--- src/rtl/myo_control_sequencer_pkg.sv ---
// ----------------------------------------------------------------------------
// myo_ctrl_pkg
// Shared types and helpers for the motor control sequencer.
//   seq_state_t  : sequencer FSM states
//   idx_width()  : width of a motor index for a given channel count (min 1)
//   sat_inc16()  : 16-bit increment that sticks at 0xFFFF
// ----------------------------------------------------------------------------
package myo_ctrl_pkg;

    typedef enum logic [2:0] {
        IDLE,
        WAIT_TICK,
        SCAN,
        ISSUE,
        WAIT_DONE,
        FINISH
    } seq_state_t;

    // A single channel still needs a one-bit index so the port exists.
    function automatic int idx_width(input int n);
        return (n <= 2) ? 1 : $clog2(n);
    endfunction

    // Event counters saturate so that a long-running fault stays visible
    // instead of wrapping back to a harmless-looking small number.
    function automatic logic [15:0] sat_inc16(input logic [15:0] value);
        return (value == 16'hFFFF) ? value : value + 16'd1;
    endfunction

endpackage

--- src/rtl/myo_control_sequencer_rate_tick.sv ---
// ----------------------------------------------------------------------------
// myo_rate_tick
// Phase-accumulator tick generator. Produces a one-cycle tick at an average
// rate of update_frequency Hz, given a clock of CLOCK_FREQ_HZ.
//   clock            : system clock
//   reset_n          : asynchronous active-low reset
//   enable           : run enable; when low the accumulator is held at 0
//   update_frequency : requested tick rate in Hz (clamped to CLOCK_FREQ_HZ)
//   tick             : registered one-cycle tick
// ----------------------------------------------------------------------------
module myo_rate_tick #(
    parameter int unsigned CLOCK_FREQ_HZ = 50000000
) (
    input  logic        clock,
    input  logic        reset_n,
    input  logic        enable,
    input  logic [31:0] update_frequency,
    output logic        tick
);

    localparam logic [31:0] FREQ_32 = 32'(CLOCK_FREQ_HZ);
    localparam logic [32:0] FREQ_33 = {1'b0, FREQ_32};

    logic [32:0] acc;
    logic [32:0] increment;
    logic [32:0] sum;

    // Requests above the clock rate would need more than one tick per cycle,
    // so they are clamped to one tick per cycle. The accumulator stays below
    // CLOCK_FREQ_HZ after each update, so the sum fits in 33 bits.
    always_comb begin
        increment = '0;
        if (update_frequency > FREQ_32) begin
            increment = FREQ_33;
        end else begin
            increment = {1'b0, update_frequency};
        end
        sum = acc + increment;
    end

    // Add the step every enabled cycle; on overflow past CLOCK_FREQ_HZ emit a
    // tick and keep the remainder so the long-term rate is exact.
    always_ff @(posedge clock or negedge reset_n) begin
        if (!reset_n) begin
            acc  <= '0;
            tick <= 1'b0;
        end else if (!enable) begin
            acc  <= '0;
            tick <= 1'b0;
        end else if (sum >= FREQ_33) begin
            acc  <= sum - FREQ_33;
            tick <= 1'b1;
        end else begin
            acc  <= sum;
            tick <= 1'b0;
        end
    end

endmodule

--- src/rtl/myo_control_sequencer.sv ---
// ----------------------------------------------------------------------------
// myo_control_sequencer
// Time-multiplexes one shared control engine over NUMBER_OF_MOTORS channels.
// Each sweep tick walks the enabled motors in index order with one
// start/done handshake per motor, and the achieved sweep rate is measured
// over CLOCK_FREQ_HZ-cycle windows.
//   clock                   : system clock
//   reset_n                 : asynchronous active-low reset
//   enable                  : sequencer run enable
//   update_frequency        : requested sweep rate in Hz, 0 = no sweeps
//   motor_enable            : per-motor mask, latched at the start of a sweep
//   eng_start               : one-cycle engine start strobe
//   eng_motor_idx           : motor currently handed to the engine
//   eng_done                : engine completion pulse
//   sweep_done              : one-cycle pulse at the end of each sweep
//   busy                    : high while a sweep is in progress
//   actual_update_frequency : sweeps completed in the last window
//   timeout_count           : saturating count of engine timeouts
//   overrun_count           : saturating count of dropped ticks
//   timeout_flag            : sticky timeout indicator, cleared by reset
// ----------------------------------------------------------------------------
module myo_control_sequencer
    import myo_ctrl_pkg::*;
#(
    parameter int          NUMBER_OF_MOTORS = 8,
    parameter int unsigned CLOCK_FREQ_HZ    = 50000000,
    parameter int unsigned TIMEOUT_CYCLES   = 4096,
    parameter int          IDX_W            = idx_width(NUMBER_OF_MOTORS)
) (
    input  logic                        clock,
    input  logic                        reset_n,
    input  logic                        enable,
    input  logic [31:0]                 update_frequency,
    input  logic [NUMBER_OF_MOTORS-1:0] motor_enable,
    output logic                        eng_start,
    output logic [IDX_W-1:0]            eng_motor_idx,
    input  logic                        eng_done,
    output logic                        sweep_done,
    output logic                        busy,
    output logic [31:0]                 actual_update_frequency,
    output logic [15:0]                 timeout_count,
    output logic [15:0]                 overrun_count,
    output logic                        timeout_flag
);

    localparam logic [IDX_W-1:0] LAST_IDX = IDX_W'(NUMBER_OF_MOTORS - 1);

    // The timer is zero in the ISSUE cycle and counts every cycle after it,
    // so the wait gives up in the cycle that would bring it to TIMEOUT_CYCLES.
    localparam logic [31:0] TIMER_LIMIT =
        (TIMEOUT_CYCLES > 0) ? 32'(TIMEOUT_CYCLES - 1) : 32'd0;
    localparam logic [31:0] WINDOW_LAST =
        (CLOCK_FREQ_HZ > 0) ? 32'(CLOCK_FREQ_HZ - 1) : 32'd0;

    seq_state_t                  state;
    logic [NUMBER_OF_MOTORS-1:0] mask;
    logic [IDX_W-1:0]            idx;
    logic                        pending;
    logic [31:0]                 timer;
    logic                        tick;
    logic [31:0]                 window_count;
    logic [31:0]                 sweep_count;

    myo_rate_tick #(
        .CLOCK_FREQ_HZ(CLOCK_FREQ_HZ)
    ) u_rate_tick (
        .clock           (clock),
        .reset_n         (reset_n),
        .enable          (enable),
        .update_frequency(update_frequency),
        .tick            (tick)
    );

    // Sequencer FSM with registered strobes. eng_start and sweep_done are
    // raised on the transition into ISSUE / FINISH so they are high exactly
    // during those states. A tick that arrives while busy is remembered once
    // in pending so the next sweep starts immediately; any further tick in
    // the same sweep is lost and counted as an overrun.
    always_ff @(posedge clock or negedge reset_n) begin
        if (!reset_n) begin
            state         <= IDLE;
            mask          <= '0;
            idx           <= '0;
            pending       <= 1'b0;
            timer         <= '0;
            eng_start     <= 1'b0;
            eng_motor_idx <= '0;
            sweep_done    <= 1'b0;
            busy          <= 1'b0;
            timeout_count <= '0;
            overrun_count <= '0;
            timeout_flag  <= 1'b0;
        end else begin
            eng_start  <= 1'b0;
            sweep_done <= 1'b0;

            if (!enable) begin
                pending <= 1'b0;
            end else if (tick && busy) begin
                if (pending) begin
                    overrun_count <= sat_inc16(overrun_count);
                end else begin
                    pending <= 1'b1;
                end
            end

            case (state)
                IDLE: begin
                    if (enable) begin
                        state <= WAIT_TICK;
                    end
                end

                WAIT_TICK: begin
                    if (!enable) begin
                        state <= IDLE;
                    end else if (tick || pending) begin
                        mask    <= motor_enable;
                        idx     <= '0;
                        pending <= 1'b0;
                        busy    <= 1'b1;
                        state   <= SCAN;
                    end
                end

                SCAN: begin
                    if (!enable || (!mask[idx] && (idx == LAST_IDX))) begin
                        sweep_done <= 1'b1;
                        state      <= FINISH;
                    end else if (mask[idx]) begin
                        eng_start     <= 1'b1;
                        eng_motor_idx <= idx;
                        timer         <= '0;
                        state         <= ISSUE;
                    end else begin
                        idx <= idx + 1'b1;
                    end
                end

                ISSUE: begin
                    timer <= timer + 32'd1;
                    state <= WAIT_DONE;
                end

                WAIT_DONE: begin
                    if (eng_done || (timer >= TIMER_LIMIT)) begin
                        if (!eng_done) begin
                            timeout_count <= sat_inc16(timeout_count);
                            timeout_flag  <= 1'b1;
                        end
                        if (!enable || (idx == LAST_IDX)) begin
                            sweep_done <= 1'b1;
                            state      <= FINISH;
                        end else begin
                            idx   <= idx + 1'b1;
                            state <= SCAN;
                        end
                    end else begin
                        timer <= timer + 32'd1;
                    end
                end

                FINISH: begin
                    busy  <= 1'b0;
                    state <= enable ? WAIT_TICK : IDLE;
                end

                default: begin
                    state <= IDLE;
                end
            endcase
        end
    end

    // Free-running measurement window. At the wrap the finished window's
    // sweep count is published, and a sweep ending in the wrap cycle is
    // credited to the window that starts next.
    always_ff @(posedge clock or negedge reset_n) begin
        if (!reset_n) begin
            window_count            <= '0;
            sweep_count             <= '0;
            actual_update_frequency <= '0;
        end else if (window_count == WINDOW_LAST) begin
            window_count            <= '0;
            actual_update_frequency <= sweep_count;
            sweep_count             <= {31'd0, sweep_done};
        end else begin
            window_count <= window_count + 32'd1;
            sweep_count  <= sweep_count + {31'd0, sweep_done};
        end
    end

endmodule
--- config.mk ---
export PLATFORM = sky130hd
export DESIGN_NAME = myo_control_sequencer
export DESIGN_NICKNAME = d
export VERILOG_FILES = /design/src/rtl/myo_control_sequencer_pkg.sv /design/src/rtl/myo_control_sequencer_rate_tick.sv /design/src/rtl/myo_control_sequencer.sv
export SDC_FILE = /design/constraint.sdc
export NUM_CORES = 1
export LEC_CHECK = 0
export ABC_AREA = 1
export BUFFER_PORTS_ARGS = -buffer_cell sky130_fd_sc_hd__buf_2
export CAP_MARGIN = 20
export CORE_MARGIN = 4
export CORE_UTILIZATION = 60
export DETAILED_ROUTE_END_ITERATION = 8
export PLACE_DENSITY = 0.79
export SYNTH_ARGS = -nofsm -noshare
export SYNTH_HDL_FRONTEND = slang
export SYNTH_SLANG_ARGS = --single-unit
--- constraint.sdc ---
create_clock -name clock -period 3.7 [get_ports clock]
set_input_delay 0.74 -clock clock [delete_from_list [all_inputs] [get_ports clock]]
set_output_delay 0.74 -clock clock [all_outputs]
set_load 0.005 [all_outputs]
==> impl_metrics.json <==
{
  "outcome": "complete, but fails checks",
  "violations": "setup timing",
  "start_util_pct": 61.6,
  "p_total_mw": 12.0,
  "postCtsHoldBufs": 0,
  "vias": 15300,
  "cellLeakagePower_nw": 9.85,
  "slew_viol_final": 0,
  "rsz0062_at_grt": "true",
  "r2r_slack_ps": 530,
  "hold_violations": 0,
  "clock-root-buffer": "clkbuf_16",
  "cts_tree": "built",
  "n_antenna_cell": 0,
  "synth_area_leaders": "dfrtp_1 37%, nand2_1 17%, inv_1 9.1%, nor2_1 6.3%, nand3_1 4.0%",
  "path_class": "in -> reg",
  "wl_per_cell_um": 15.5,
  "synth_flop_cell": "dfrtp_1",
  "core_area_mm2": 0.0237,
  "worstSkewPairLatency_ps": 520,
  "relSlewSlack_pct": 29.4,
  "htree_levels": 1,
  "clock_sinks": 216,
  "drc": 0,
  "startpoint_type": "input pin",
  "netlist.area_leader.share_pct": 37.1,
  "rr_worst_depth": 17,
  "vias_per_cell": 5.48,
  "cpMostUsedCell": "nand2_2",
  "hold_path.class": "in -> async",
  "wl_um": 43400,
  "mostFrequentLayoutCells": "575 x nand2_1, 347 x inv_1, 216 x dfrtp_1",
  "max_cap_violations": 0,
  "synth_compound_area_share_pct": 6.60,
  "synth_top_family_by_area": "simple AND/OR/NAND/NOR gates",
  "fin_crit_ps": 4180,
  "io_pins": 115,
  "num_rows": 56,
  "ys_warn_count": 0,
  "nNetsFinal": 2549,
  "skew_ps": 14.2,
  "fillers": 1722,
  "setup_viol": 27,
  "overflow": 0,
  "gp_congestion": 1.01,
  "grt_usage_pct": 31.6,
  "crit_required_ps": 4140,
  "first_pass_iters": 6,
  "yosys.area_share.adder_pct": 3.65,
  "reg2reg_to": "sweep_count[30]$_DFF_PN0_",
  "synth-edff-count": 0,
  "ys_seq_elements": 216,
  "cp.arrival_ps": 4620,
  "cp_slowest_cell": "nor4_4",
  "dpl_worst_slack_ps": -1040,
  "final_common_cell": "nand2_1",
  "clkTransAtPathRegs_ps": 70,
  "fin_tns_setup_ps": -11310,
  "synth_area_mm2": 0.0146,
  "critPathBufInv": 5,
  "grt_pass1_vias": 14800,
  "die_width_um": 164,
  "synth_top_area_cell": "dfrtp_1",
  "dieArea_mm2": 0.0269,
  "synth_cells": 2140,
  "area_growth_pct": 28.9,
  "grt_pass1_wl_um": 69800,
  "postSynthAreaPerCell_um2": 6.82,
  "dp_hpwl_um": 31700,
  "ant_nets": 0,
  "crit_path_max_fanout": 7,
  "yosysUniqueCellTypes": 55,
  "peakVddDrop_uv": 534,
  "synth_xor_area_share_pct": 5.34,
  "async_flop_share_pct": 100,
  "endpoint_kind": "flop",
  "synth.mux.area_fraction_pct": 0.618,
  "critPathLaunch": "update_frequency[27]",
  "fin_crit_sh_pct": 113,
  "reg2reg_from": "sweep_done$_DFF_PN0_",
  "dpl_cell_area_mm2": 0.0169,
  "grt_max_degree": 87,
  "cts_buffer_depth": 3,
  "dr.first_iter.drc_count": 1509,
  "yosysSeqAreaShare_pct": 37.1,
  "cts_made_buffers": 24,
  "die_h_um": 164,
  "power_density_mw_per_mm2": 641,
  "setup_ws_ps": -477,
  "tightestPinTransition_ps": 1050,
  "critPathTopFamily": "simple AND/OR/NAND/NOR gates",
  "antenna_found_initial": 0,
  "fmax_ghz": 0.239,
  "synthSimpleGateAreaFrac_pct": 36.7,
  "slowest_delay_ps": 310,
  "portBuffers": 114,
  "drive_gt1_share_pct": 24.5,
  "fin_area_mm2": 0.0188
}
metrics by stage:
stage                     hold slack (ps)  std cells  utilization, %
after floorplan                       425       2145               -
after global routing                  268       2800            79.4
after detailed placement              453       2731            71.4
after CTS                             243       2791            77.2
final                                 197       2800            79.4
after global placement                445       2731            71.4
power breakdown:
| group | leakage, nW | internal [mW] | switching (mW) |
|---|---|---|---|
| Sequential | 2.90 | 2.65 | 0.244 |
| Clock | 0.426 | 1.60 | 0.966 |
| Combinational | 6.52 | 2.78 | 3.81 |
| Total | 9.85 | 7.02 | 5.02 |
flip-flops by register name, summed over array words and instances, names as in the netlist:
name                     flops
actual_update_frequency     32
busy                         1
eng_motor_idx                3
eng_start                    1
idx                          3
mask                         8
overrun_count               16
pending                      1
state                        3
sweep_count                 32
sweep_done                   1
timeout_count               16
timeout_flag                 1
timer                       32
u_rate_tick.acc             33
u_rate_tick.tick             1
window_count                32
worst max path at each step:
stage	endpoint	slack, ps	cells past startpoint
2_1_floorplan	u_rate_tick.acc[16]$_DFF_PN0_	-450	30
3_3_place_gp	u_rate_tick.acc[10]$_DFF_PN0_	-910	27
3_5_place_dp	u_rate_tick.acc[10]$_DFF_PN0_	-1040	29
4_1_cts	u_rate_tick.acc[18]$_DFF_PN0_	-240	31
5_1_grt	u_rate_tick.acc[20]$_DFF_PN0_	-720	31
6_report	u_rate_tick.acc[10]$_DFF_PN0_	-480	28
synthesized netlist by cell type (2+ instances only):
cell,n
mux2_2,8
nand3b_1,2
a211oi_1,2
nand2_2,17
a21oi_2,2
nor3_1,56
o211ai_1,3
a31oi_1,5
ha_1,41
nor2_2,10
nor4_2,2
buf_6,2
nand3_2,4
a21oi_1,56
xnor2_1,18
a21o_1,3
nor2_1,246
or2_2,3
nor3_2,4
nor2_4,8
nor4_1,31
and2_1,4
o21a_1,2
nand4_1,53
nor3b_1,6
xor2_1,66
inv_2,3
dfrtp_1,216
nand3_1,118
o21ai_0,66
nand2_1,665
o31ai_1,16
o21bai_1,6
inv_1,354
clkbuf_1,22
per-layer routing:
layer	global-route usage (%)	routed length, µm	vias up
met5	0	0	-
met4	12.0	1770	0
met3	3.61	3030	121
met2	51.3	20200	627
met1	43.9	18400	7199
li1	-	-	7402
cells by family (layout without fill, tap and decap cells):
kind of cell | after synthesis | count (layout)
AOI/OAI and AO/OA | 168 | 168
xor gates and xnor gates | 86 | 86
adders and majority gates | 42 | 42
buffers and inverters | 385 | 721
DFF | 216 | 216
muxes | 8 | 8
other | 1 | 6
and+or+nand+nor | 1234 | 1234
layout make-up:
| class | instances | area [µm²] | share of cell area, % |
|---|---|---|---|
| multi-input combinational | 1544 | 8560 | 45.6 |
| sequential | 216 | 5410 | 28.8 |
| timing repair buffer | 318 | 2210 | 11.8 |
| inverter | 358 | 1350 | 7.19 |
| clock buffer | 33 | 696 | 3.70 |
| tap | 319 | 399 | 2.12 |
| clock inverter | 11 | 163 | 0.865 |
| timing repair inverter | 1 | 11.3 | 0.0599 |
repair_timing:
action / in CTS / in global routing
cloned: 2 / 1
pin swaps: 20 / 54
buffers inserted: 14 / 8
setup endpoints to repair: 27 / 27
resized for setup: 95 / 128
Note: power is estimated with default switching activity, not from simulation.
